<file path="src/rtl/pipe_ctrl_pkg.sv">
// pipe_ctrl_pkg: shared pipeline-control definitions.
//   - FSM state encoding for the IF/ID hazard responder
//   - NOP bubble constant (addi x0,x0,0)
//   - RV32I opcode constants used by hazard detection/response logic
package pipe_ctrl_pkg;

  typedef enum logic [1:0] {
    ST_RUN  = 2'd0,
    ST_HOLD = 2'd1,
    ST_KILL = 2'd2
  } hz_state_t;

  localparam logic [31:0] NOP_CONST = 32'h0000_0013;

  localparam logic [6:0] OPC_BRANCH = 7'b1100011;
  localparam logic [6:0] OPC_JALR   = 7'b1100111;
  localparam logic [6:0] OPC_JAL    = 7'b1101111;
  localparam logic [6:0] OPC_LOAD   = 7'b0000011;

  // Bubble counter width; covers the legal FLUSH_CYCLES range 1..7.
  localparam int KCNT_W = 3;

endpackage

</file>
<file path="src/rtl/ifid_hazard_resp_sat_counter.sv">
// sat_counter: width-parameterised up-counter that sticks at all-ones.
// Ports:
//   clk    in   rising-edge clock
//   rst_n  in   synchronous active-low reset (clears count)
//   inc    in   add one this cycle (ignored once saturated)
//   count  out  current value
module sat_counter #(
  parameter int W = 16
) (
  input  logic         clk,
  input  logic         rst_n,
  input  logic         inc,
  output logic [W-1:0] count
);

  always_ff @(posedge clk) begin
    if (!rst_n)                count <= '0;
    else if (inc && !(&count)) count <= count + 1'b1;
  end

endmodule

</file>
<file path="src/rtl/ifid_hazard_resp.sv">
// ifid_hazard_resp: applies Stall/Flush requests from hazard detection to the
// IF/ID pipeline register and the PC write path.
//   RUN  : IF/ID advances each cycle
//   HOLD : load-use stall, IF and ID frozen
//   KILL : extra NOP bubbles after a taken control transfer
// Priority: reset > Flush > Stall > advance. PC controls are combinational,
// all ID-side outputs are registered.
// Ports:
//   clk, rst_n          clock, synchronous active-low reset
//   PcIF/InstrIF/ValidIF  fetch-stage PC, instruction, valid
//   Stall, Flush        hazard requests; FlushTarget = redirect PC
//   PcWrEn, PcRedirect, PcTarget   PC register controls (combinational)
//   InstrID, PcID, ValidID         decode-stage slot (registered)
//   Busy                state != RUN (registered)
// Optional: define HAZARD_PERF_CNT_EN to add StallCnt/FlushCnt (16-bit,
// saturating) performance counters.
module ifid_hazard_resp
  import pipe_ctrl_pkg::*;
#(
  parameter int              XLEN         = 32,
  parameter int              FLUSH_CYCLES = 1,
  parameter logic [XLEN-1:0] NOP_INSTR    = XLEN'(NOP_CONST)
) (
  input  logic            clk,
  input  logic            rst_n,
  input  logic [XLEN-1:0] PcIF,
  input  logic [XLEN-1:0] InstrIF,
  input  logic            ValidIF,
  input  logic            Stall,
  input  logic            Flush,
  input  logic [XLEN-1:0] FlushTarget,
  output logic            PcWrEn,
  output logic            PcRedirect,
  output logic [XLEN-1:0] PcTarget,
  output logic [XLEN-1:0] InstrID,
  output logic [XLEN-1:0] PcID,
  output logic            ValidID,
`ifdef HAZARD_PERF_CNT_EN
  output logic [15:0]     StallCnt,
  output logic [15:0]     FlushCnt,
`endif
  output logic            Busy
);

  localparam logic [KCNT_W-1:0] KCNT_INIT = KCNT_W'(FLUSH_CYCLES - 1);

  hz_state_t         state, state_nxt;
  logic [KCNT_W-1:0] kcnt, kcnt_nxt;
  logic              load_if;  // capture fetch into ID
  logic              bubble;   // write NOP into ID

  assign PcRedirect = Flush;
  assign PcTarget   = FlushTarget;

  always_comb begin
    state_nxt = state;
    kcnt_nxt  = kcnt;
    load_if   = 1'b0;
    bubble    = 1'b0;
    PcWrEn    = 1'b1;
    if (Flush) begin
      // Flush overrides stall in every state and restarts the bubble train.
      bubble = 1'b1;
      if (FLUSH_CYCLES > 1) begin
        state_nxt = ST_KILL;
        kcnt_nxt  = KCNT_INIT;
      end else begin
        state_nxt = ST_RUN;
      end
    end else begin
      unique case (state)
        ST_RUN: begin
          if (Stall) begin
            PcWrEn    = 1'b0;
            state_nxt = ST_HOLD;
          end else begin
            load_if = 1'b1;
          end
        end
        ST_HOLD: begin
          if (Stall) begin
            PcWrEn = 1'b0;
          end else begin
            load_if   = 1'b1;
            state_nxt = ST_RUN;
          end
        end
        ST_KILL: begin
          // Bubbles carry no operands, so a stall request here is moot.
          bubble   = 1'b1;
          kcnt_nxt = kcnt - 1'b1;
          if (kcnt <= KCNT_W'(1)) state_nxt = ST_RUN;
        end
        default: begin
          bubble    = 1'b1;
          state_nxt = ST_RUN;
        end
      endcase
    end
  end

  always_ff @(posedge clk) begin
    if (!rst_n) begin
      state   <= ST_RUN;
      kcnt    <= '0;
      Busy    <= 1'b0;
      InstrID <= NOP_INSTR;
      PcID    <= '0;
      ValidID <= 1'b0;
    end else begin
      state <= state_nxt;
      kcnt  <= kcnt_nxt;
      Busy  <= (state_nxt != ST_RUN);
      if (bubble) begin
        InstrID <= NOP_INSTR;
        PcID    <= '0;
        ValidID <= 1'b0;
      end else if (load_if) begin
        InstrID <= ValidIF ? InstrIF : NOP_INSTR;
        PcID    <= PcIF;
        ValidID <= ValidIF;
      end
    end
  end

`ifdef HAZARD_PERF_CNT_EN
  sat_counter #(.W(16)) u_stall_cnt (
    .clk   (clk),
    .rst_n (rst_n),
    .inc   (!PcWrEn),
    .count (StallCnt)
  );

  sat_counter #(.W(16)) u_flush_cnt (
    .clk   (clk),
    .rst_n (rst_n),
    .inc   (Flush),
    .count (FlushCnt)
  );
`endif

endmodule

</file>
<file path="config.mk">
export PLATFORM = sky130hd
export DESIGN_NAME = ifid_hazard_resp
export DESIGN_NICKNAME = d
export VERILOG_FILES = /design/src/rtl/pipe_ctrl_pkg.sv /design/src/rtl/ifid_hazard_resp_sat_counter.sv /design/src/rtl/ifid_hazard_resp.sv
export SDC_FILE = /design/constraint.sdc
export NUM_CORES = 1
export LEC_CHECK = 0
export CORE_MARGIN = 2
export CORE_UTILIZATION = 35
export CTS_CLUSTER_SIZE = 28
export DETAILED_ROUTE_END_ITERATION = 10
export HOLD_SLACK_MARGIN = 0.05
export PLACE_DENSITY = 0.8
export SLEW_MARGIN = 15
export SYNTH_ARGS = -nofsm -noshare
export SYNTH_HDL_FRONTEND = slang
export SYNTH_SLANG_ARGS = --single-unit
</file>
<file path="constraint.sdc">
create_clock -name clk -period 1.5 [get_ports clk]
set_clock_uncertainty 0.15 [all_clocks]
set_input_delay 0.3 -clock clk [delete_from_list [all_inputs] [get_ports clk]]
set_output_delay 0.3 -clock clk [all_outputs]
set_load 0.005 [all_outputs]
</file>
### After elaboration in Yosys (flattened, before gate mapping)

Cells that the tools add are included.

* register bits: 71
* output and inout port bits: 100
* logic and storage cells: 30

* add/subtract/negate cells: 1
* $lt $le $gt $ge: 1
* equality and inequality tests: 2
* muxes and demuxes: 13
* bitwise logic cells: 2
* reductions and logical operators: 5

Operator list (number)
* $mux W32: 1
* $mux W2: 4
* $mux W1: 7
* $pmux W2 S3: 1
* $reduce_or A2 Y1: 2
* $le A3 B1 Y1 const B: 1
* $sub A3 B1 Y3 const B: 1
* $eq A2 B1 Y1 const B: 1
* $eq A2 B2 Y1 const B: 1
* $logic_not A2 Y1: 1
* $not A1 Y1: 2
* $reduce_and A2 Y1: 1
* $reduce_bool A2 Y1: 1

### Longest topological paths before layout

Gate-level depths: netlist of run 1.

* word-level depth: 5
* gate-level depth with buffers: 5
* mapped depth without buffers: 5

### Worst setup path before layout of run 1

No wires, ideal clock.

* path kind: input -> register
* start: in Flush
* end: reg PcID[10]
* setup time: 0.132 ns
* arrival: 1.119 ns
* path slack: 0.099 ns
* cell stages on the path: 5
* path buffers: 2
* cells stage by stage: or3_1 -> buf_4 -> buf_2 -> nor2_1 -> nor3_1

* longest elaborated chain between the ends: 2
* elaborated cells on any way between the ends: 3

RTL lines
* start: declaration: RTL line ifid_hazard_resp.sv:30 `input logic Flush,`
* $mux W1: RTL line ifid_hazard_resp.sv:61 `if (Flush) begin`
* $reduce_or A2 Y1 (no line)
* end signal: assignment: RTL line ifid_hazard_resp.sv:120 `PcID <= PcIF;`
* end: declaration: RTL line ifid_hazard_resp.sv:36 `output logic [XLEN-1:0] PcID,`

Several ways; a longest one is shown, not always the timed one.
A chain may end at the register's enable or synchronous reset.

### Final worst setup path of run 1

* start: reg state[1]
* end: reg InstrID[4]

* longest elaborated chain between the ends: 5
* elaborated cells on any way between the ends: 8

RTL lines
* start: declaration: RTL line ifid_hazard_resp.sv:47 `hz_state_t state, state_nxt;`
* start signal: assignment: RTL line ifid_hazard_resp.sv:111 `state <= state_nxt;`
* $eq A2 B1 Y1 or $logic_not A2 Y1 (tied branches): RTL line ifid_hazard_resp.sv:71 `unique case (state)`
* $reduce_or A2 Y1 (no line) *
* $mux W1: RTL line ifid_hazard_resp.sv:71
* $mux W1: RTL line ifid_hazard_resp.sv:61
* $reduce_or A2 Y1 (no line)
* end signal: assignment: RTL line ifid_hazard_resp.sv:119 `InstrID <= ValidIF ? InstrIF : NOP_INSTR;`
* end: declaration: RTL line ifid_hazard_resp.sv:35 `output logic [XLEN-1:0] InstrID,`

Mark *: on every way between the ends. The rest lies on a longest branch, timed or not.

==> summary.txt, run 1 <==
Outcome
  – Run status: finished, violations left
  – Failing checks: negative setup slack

Yosys
  – Post-synthesis cell count: 344
  – Seq/Total Area, Yosys: between 40% and 50%
  – Synth Area in Adders: 0.8715%
  – Post-synthesis register bit count: slightly above 70
  – Synth Warn #: 0
  – Compound-Gate Fraction of Synth Area: 6.797%
  – Post-synthesis xor/xnor area fraction: 0.3050%
  – Simple-gate area share of the yosys netlist: between 20 and 30%
  – Post-synthesis mux area share: less than 1%
  – Largest family of logic cells by synthesized area: simple AND/OR/NAND/NOR gates
  – Post-Synthesis Cell Area: roughly 0.0029 sq mm
  – Net Count, Synth: 447
  – Mean Syn Cell Area: 8.347 sq um
  – Synth unique cells: 25

Floorplan
  – Die height: around 95 um
  – Core area: 0.008093 sq mm
  – Die area: approximately 0.0089 sq mm
  – Top-Level Pins: 201
  – FP Rows: 33
  – Die X: 94.58 um
  – Initial Utilization: 35.48%

STA
  – Fmax: approximately 660 MHz
  – RSZ-0062 raised after global routing: true
  – Final WS setup: -0.02371 ns
  – Max transition margin: about four fifths
  – Worst-margin pin slew: approximately 0.3 ns
  – Final Hold Viols: 0
  – Max-slew violations: 0
  – Post-layout min period: 1.524 ns
  – Final Cycle Share: 101.6%
  – Setup Viol. Count Final: 9
  – Setup_tns: -0.06672 ns

Route
  – DRT iter0 DRCs: 54
  – Pre-Repair DR Iteration Count: 5
  – Via/cell ratio: 4.661
  – Vias: around 2600
  – Routed WL: 7.851 mm
  – Post-route ant nets: 0
  – # DRC: 0
  – Avg WL per Cell: 13.87 um

GRT
  – GRT met2 Usage: about 28%
  – Vias in the first global route: 2486
  – Global-route layer with the greatest usage: met2
  – Gr ovfl total: 0
  – GR Layer Usage met1: between 20% and 30%
  – First-pass GRT wire length: roughly 12 mm
  – GR Util met3: 5.587%
  – All-layer global routing usage: 17.14%
  – Initial antenna violation count: 0
  – Largest net degree at the start of global routing: 37

Placement
  – RePlAce Congestion: 0.7137
  – Port Buf Inserts: around 140
  – Dpl cells: 544
  – Pre-CTS setup slack: -0.5568 ns
  – Post-DP HPWL: 5.193 mm

Worst setup path
  – WP data arrival: roughly 1.6 ns
  – CP Class: reg -> reg
  – WP data required: between 1.5 and 2 ns
  – Critical path capture point type: register
  – Max Fanout on Critical Path: 4
  – Startpoint types: register

Clock network
  – Clock Pin Slew Worst Setup and Hold Paths: 0.08 ns
  – # clock sinks: 71
  – Clk buf depth: 2
  – Number of buffers created by CTS: 9
  – CTS root buf: clkbuf_8
  – CTS tree: yes
  – Clock H-tree levels: 3
  – Clk_lat worst skew: ~0.32 ns

Power and ir drop
  – Sw Pwr: a little under 0.9 mW
  – Combinational share of power: 14.5%
  – Clock group share of total power: between 30% and 40%
  – Sw frac: 22.91%
  – Power Density: 865.2 mW/mm^2
  – P_leak: 1.955 nW
  – Sequential power share: 50.4%
  – Worst vdd ir: 0.0004716 V
  – Internal power: 3.011 mW

Job
  – Max Cap Viol: 0

Finish
  – Nets: 560
  – Post-Layout Cell Count: around 570
  – Share of layout cells above drive strength 1: a little under a fifth
  – Antenna diodes: 0
  – Area grow syn2layout: 57.21%
  – Final core occ: between 50% and 60%

Hold path
  – Min-delay worst type: reg -> reg
==> routing by layer <==
| layer | up-vias | routed length (um) |
|---|---|---|
| met2 | 103 | 3733 |
| met4 | 0 | 190 |
| met1 | 1187 | 3282 |
| li1 | 1325 | - |
| met5 | - | 0 |
| met3 | 23 | 644 |
==> layout make-up <==
type                    count  area [sq um]
fillers                   755          3578
repair buffers            157          1551
flip-flops and latches     71          1441
multi-input cells         216          1206
clock buffers              15         176.4
well taps                 105         131.4
inverters                   2         7.507
==> repair_timing <==
item                                    CTS  global route
pin swaps                                 2            20
endpoints found under the setup margin  133            65
gates cloned                              2             1
resized for setup                        98            28
hold buffers                              0             0
buffers inserted                          4             0
==> critical path, stage by stage, from the launching register on <==
cell	delay, ns
dfxtp_2	0.34
buf_4	0.13
or3_4	0.42
buf_6	0.16
nor3b_2	0.14
o21ai_1	0.08
==> cell usage in the layout, fill, tap and decap left out, types with 2 or more instances in the layout <==
cell	instances
buf_16	2
clkdlybuf4s50_1	66
nor2b_1	32
nor2_1	18
clkbuf_1	3
inv_1	2
dlygate4sd2_1	69
buf_4	11
dfxtp_2	16
buf_6	3
nand3_1	28
o21ai_1	3
dfxtp_1	55
clkbuf_8	12
ha_1	2
nor3b_2	4
nor3_1	32
a21oi_1	24
nor2_2	17
and2_1	2
nand2_1	35
o211a_1	2
buf_12	4
a21oi_2	6
==> power by group through the flow <==
stage	logic (mW)	clock network, mW	registers, mW
3_5_place_dp	0.541	0	2.01
4_1_cts	0.542	1.44	1.97
5_1_grt	0.610	1.53	1.97
2_1_floorplan	0.246	0	2.01
3_3_place_gp	0.532	0	2.01
6_report	0.565	1.37	1.97
==> cells by family after synthesis <==
kind of cell             count (synthesis)
flip-flops                              71
adder cells (fa/ha/maj)                  2
AND/OR/NAND/NOR                        176
XOR/XNOR                                 1
multiplexers                             1
buffers and inverters                   57
AO/OA/AOI/OAI                           36
==> cells in the mapped netlist (all sizes together) <==
| cell type | n | area share (%) |
|---|---|---|
| a21oi | 30 | 5.2 |
| and2 | 2 | 0.44 |
| and3 | 1 | 0.22 |
| buf | 43 | 10 |
| clkbuf | 12 | 1.6 |
| dfxtp | 71 | 49 |
| ha | 2 | 0.87 |
| inv | 2 | 0.26 |
| mux2i | 1 | 0.35 |
| nand2 | 36 | 4.7 |
| nand2b | 1 | 0.22 |
| nand3 | 29 | 5.1 |
| nor2 | 36 | 4.7 |
| nor2b | 32 | 7.0 |
| nor3 | 33 | 5.9 |
| nor3b | 4 | 1.2 |
| o211a | 2 | 0.70 |
| o21ai | 3 | 0.52 |
| o21ba | 1 | 0.35 |
| or2 | 1 | 0.22 |
| or3 | 1 | 0.22 |
| xnor2 | 1 | 0.31 |
==> sequential cells by signal, summed over array words and instances, names as in the netlist <==
signal / flops
Busy: 1
kcnt: 3
ValidID: 1
InstrID: 32
state: 2
PcID: 32
==> metrics by stage <==
stage	total power, mW	hold WS (ns)	cell area [sq um]
after floorplan	2.259	0.2717	2872
after global routing	4.113	0.3201	4514
after CTS	3.947	0.3036	4402
final	3.906	0.3036	4514
after detailed placement	2.551	0.2964	4172
after global placement	2.540	0.2878	4172
==> worst paths after layout <==
path	to	slack (ns)	depth (start not counted)	from
setup reg to reg	InstrID[4]	-0.02	5	state[1]
setup / recovery	InstrID[4]	-0.02	5	state[1]
hold / removal	InstrID[24]	0.30	2	InstrID[24]
hold reg to reg	InstrID[24]	0.30	2	InstrID[24]
Note: power is estimated with default switching activity, not from simulation.
==> run 2, diff against run 1 <==
--- a/config.mk
+++ b/config.mk
@@ -14,4 +14,5 @@
 export SLEW_MARGIN = 15
 export SYNTH_ARGS = -nofsm -noshare
 export SYNTH_HDL_FRONTEND = slang
+export SYNTH_HIERARCHICAL = 1
 export SYNTH_SLANG_ARGS = --single-unit
==> results of run 2 <==
No change in the layout: final DEF, timing and power equal those of run 1.
Main changes from that run: Yosys warning count 0 -> 6
==> run 3, diff against run 2 <==
--- a/config.mk
+++ b/config.mk
@@ -5,12 +5,14 @@
 export SDC_FILE = /design/constraint.sdc
 export NUM_CORES = 1
 export LEC_CHECK = 0
-export CORE_MARGIN = 2
-export CORE_UTILIZATION = 35
+export CORE_AREA = 2 2 78 80
 export CTS_CLUSTER_SIZE = 28
 export DETAILED_ROUTE_END_ITERATION = 10
+export DIE_AREA = 0 0 80 82
+export DONT_BUFFER_PORTS = 1
+export GPL_TIMING_DRIVEN = 0
 export HOLD_SLACK_MARGIN = 0.05
-export PLACE_DENSITY = 0.8
+export PLACE_DENSITY = 0.65
 export SLEW_MARGIN = 15
 export SYNTH_ARGS = -nofsm -noshare
 export SYNTH_HDL_FRONTEND = slang
==> summary.txt, run 3 <==
Finish
  – Largest regs: InstrID (32), PcID (32), kcnt (3) (unchanged)
  – Post-route cell area: 0.003914 sq mm (was 0.004514 sq mm)
  – Leading cell type in the layout, fill and taps excluded: dfxtp_1 (was dlygate4sd2_1)
  – Nets: 525 (was 560)
  – Antenna diodes: 0 (unchanged)
  – Multi-input gate area: 0.001139 sq mm (was 0.001206 sq mm)
  – Area grow syn2layout: 36.30% (was 57.21%)
  – Final core occ: 68.12% (was 55.78%)
  – Leading cell types in the layout, fill and taps excluded: dfxtp_1, dlygate4sd3_1, buf_4 (was dlygate4sd2_1, clkdlybuf4s50_1, dfxtp_1)
  – Area taken by flip-flops and latches: 0.001424 sq mm (was 0.001441 sq mm)
  – Fill cells: 481 (was 755)
  – Post-Layout Cell Count: 502 (was 566)
  – Share of layout cells above drive strength 1: 18.74% (was 18.00%)

Clock network
  – Clock Pin Slew Worst Setup and Hold Paths: 0.07 ns (was 0.08 ns)
  – Number of buffers created by CTS: 9 (unchanged)
  – Clk_lat worst skew: 0.33 ns (was 0.32 ns)
  – Post-CTS Setup Bufs: 0 (was 4)
  – # clock sinks: 71 (unchanged)
  – CTS root buf: clkbuf_8 (unchanged)
  – CTS tree: yes (unchanged)
  – Clock H-tree levels: 3 (unchanged)
  – Clk buf depth: 2 (unchanged)

Worst setup path
  – CP Class: reg -> reg (unchanged)
  – WP data required: 1.57 ns (about the same)
  – Slowest CP cell: or3_4 (unchanged)
  – Critical path capture point type: register (unchanged)
  – Crit-path max cell delay: 0.37 ns (was 0.42 ns)
  – Critical path startpoint: state[1] (unchanged)
  – Startpoint types: register (unchanged)
  – Crit-path cells: or3_4 -> buf_6 -> buf_4 -> nor2_1 -> nor3_1 (was buf_4 -> or3_4 -> buf_6 -> nor3b_2 -> o21ai_1)
  – Max Fanout on Critical Path: 10 (was 4)
  – FF-to-FF Start: state[1] (unchanged)
  – WP data arrival: 1.54 ns (was 1.60 ns)

Yosys
  – Post-synthesis cell count: 344 (unchanged)
  – EDFF count, synth: 0 (unchanged)
  – Yosys top cell area share: 49.50% (unchanged)
  – Synth unique cells: 25 (unchanged)
  – Dominant cell type by area after synthesis: dfxtp_1 (unchanged)
  – Seq/Total Area, Yosys: 49.50% (unchanged)
  – Net Count, Synth: 447 (unchanged)
  – Most instantiated library cell after synthesis: dfxtp_1 (unchanged)
  – Ys flop type: dfxtp_1 (unchanged)
  – Post-synth top cells: dfxtp_1, nand2_1, nor2_1, buf_4 (unchanged)
  – Synth Warn #: 6 (unchanged)
  – Mean Syn Cell Area: 8.347 sq um (unchanged)
  – Post-Synthesis Cell Area: 0.002872 sq mm (unchanged)
  – Fraction of registers with async set/reset: 0% (unchanged)
  – Post-synthesis register bit count: 71 (unchanged)
  – Synth area leaders: dfxtp_1, buf_4, nor2b_1, nor3_1, a21oi_1 (unchanged)

STA
  – Post-layout min period: 1.477 ns (was 1.524 ns)
  – Max-slew violations: 0 (unchanged)
  – Final WS setup: 0.02275 ns (was -0.02371 ns)
  – Setup_tns: 0 ns (was -0.06672 ns)
  – RSZ-0062 raised after global routing: true (unchanged)
  – Worst-margin pin slew: 0.4660 ns (was 0.3074 ns)
  – Hold_ws: 0.06534 ns (was 0.3036 ns)
  – Max transition margin: 68.93% (was 79.50%)
  – Fmax: 676.9 MHz (was 656.3 MHz)
  – Setup Viol. Count Final: 0 (was 9)
  – Final Cycle Share: 98.48% (was 101.6%)
  – Final Hold Viols: 0 (unchanged)

Placement
  – Dpl cell area: 0.002965 sq mm (was 0.004172 sq mm)
  – Port Buf Inserts: 0 (was 136)
  – Dpl cells: 419 (was 544)
  – RePlAce Congestion: 0.7055 (was 0.7137)
  – Pre-CTS setup slack: -0.08293 ns (was -0.5568 ns)
  – Post-DP HPWL: 4.893 mm (was 5.193 mm)

Job
  – Max Cap Viol: 0 (unchanged)

Route
  – Post-route ant nets: 0 (unchanged)
  – Vias: 2543 (was 2638)
  – Avg WL per Cell: 14.93 um (was 13.87 um)
  – Routed WL: 7.495 mm (was 7.851 mm)
  – Pre-Repair DR Iteration Count: 4 (was 5)
  – Via/cell ratio: 5.066 (was 4.661)
  – DRT iter0 DRCs: 73 (was 54)
  – # DRC: 0 (unchanged)

Floorplan
  – FP Rows: 28 (was 33)
  – Die height: 82 um (was 94.58 um)
  – Die X: 80 um (was 94.58 um)
  – Initial Utilization: 49.98% (was 35.48%)
  – Top-Level Pins: 201 (unchanged)
  – Core area: 0.005746 sq mm (was 0.008093 sq mm)
  – Die area: 0.006560 sq mm (was 0.008944 sq mm)

Hold path
  – Min-delay worst type: in -> reg (was reg -> reg)
  – Beginning of the worst hold path: Flush (was InstrID[24])

Power and ir drop
  – Tot Pwr: 4.082 mW (was 3.906 mW)
  – Worst vdd ir: 0.0006563 V (was 0.0004716 V)
  – P_leak: 1.544 nW (was 1.955 nW)
  – Power Density: 1043 mW/mm^2 (was 865.2 mW/mm^2)

GRT
  – All-layer global routing usage: 21.94% (was 17.14%)
  – Initial antenna violation count: 0 (unchanged)
  – Vias in the first global route: 2421 (was 2486)
  – Largest net degree at the start of global routing: 13 (was 37)
  – Gr ovfl total: 0 (unchanged)
  – First-pass GRT wire length: 11.16 mm (was 11.90 mm)

Outcome
  – Run status: completed (was finished, violations left)
run 3: changes by cell type in the layout (fill, tap and decap cells not counted), moves of 8 or more:
cell,delta
dlygate4sd2_1,-69
dlygate4sd3_1,+67
clkdlybuf4s50_1,-66
buf_4,+26
dfxtp_1,+14
dfxtp_2,-14
nor2_1,+9
nor2_2,-8
run 3: layer usage:
metal / global-route usage (%) / up-vias / share of wire, %
li1: - / 1251 / -
met1: 24.61 / 1156 / 40
met2: 37.42 / 122 / 48
met3: 7.253 / 14 / 9.3
met4: 11.02 / 0 / 1.9
met5: 0 / - / 0
run 3: worst paths after layout:
kind / to / slack (ns) / cells past startpoint
hold / removal: InstrID[4] / 0.07 / 3
hold reg to reg: InstrID[12] / 0.32 / 2
setup / recovery: PcID[19] / 0.02 / 5
setup reg to reg: PcID[19] / 0.02 / 5
run 3: cells by family after synthesis:
kind of cell / synth area share (%)
compound gates: 6.797
fa+ha+maj: 0.8713
flops: 49.50
simple gates: 29.89
buf+inv: 12.29
mux: 0.3486
xor+xnor: 0.3051
run 3: power by group:
part           switching [mW]  leakage [nW]  internal, mW
combinational           0.198         0.862         0.262
sequential             0.0439         0.579          1.94
clock                   0.708         0.102         0.931
total                   0.950          1.54          3.13
run 3: layout make-up:
| class | count | share of cell area (%) |
|---|---|---|
| Clock buffer | 10 | 3.261 |
| Timing Repair Buffer | 67 | 17.14 |
| Sequential cell | 71 | 36.38 |
| Buffer | 55 | 9.367 |
| Multi-Input combinational cell | 216 | 29.09 |
| Inverter | 2 | 0.1918 |
| Clock inverter | 6 | 2.174 |
| Tap cell | 75 | 2.398 |
run 3: repair_timing:
item / 4_1_cts / 5_1_grt
endpoints found under the hold margin: 69 / 0
endpoints found under the setup margin: 36 / 65
resized for setup: 4 / 27
hold buffers: 67 / 0
cloned: 0 / 0
pin swaps: 0 / 1
run 3: worst max-delay path: cells and delay by family (launching register included):
| kind | cells | cell delay, ns |
|---|---|---|
| flip-flops | 1 | 0.35 |
| AND/OR/NAND/NOR | 3 | 0.54 |
| buffers and inverters | 2 | 0.32 |
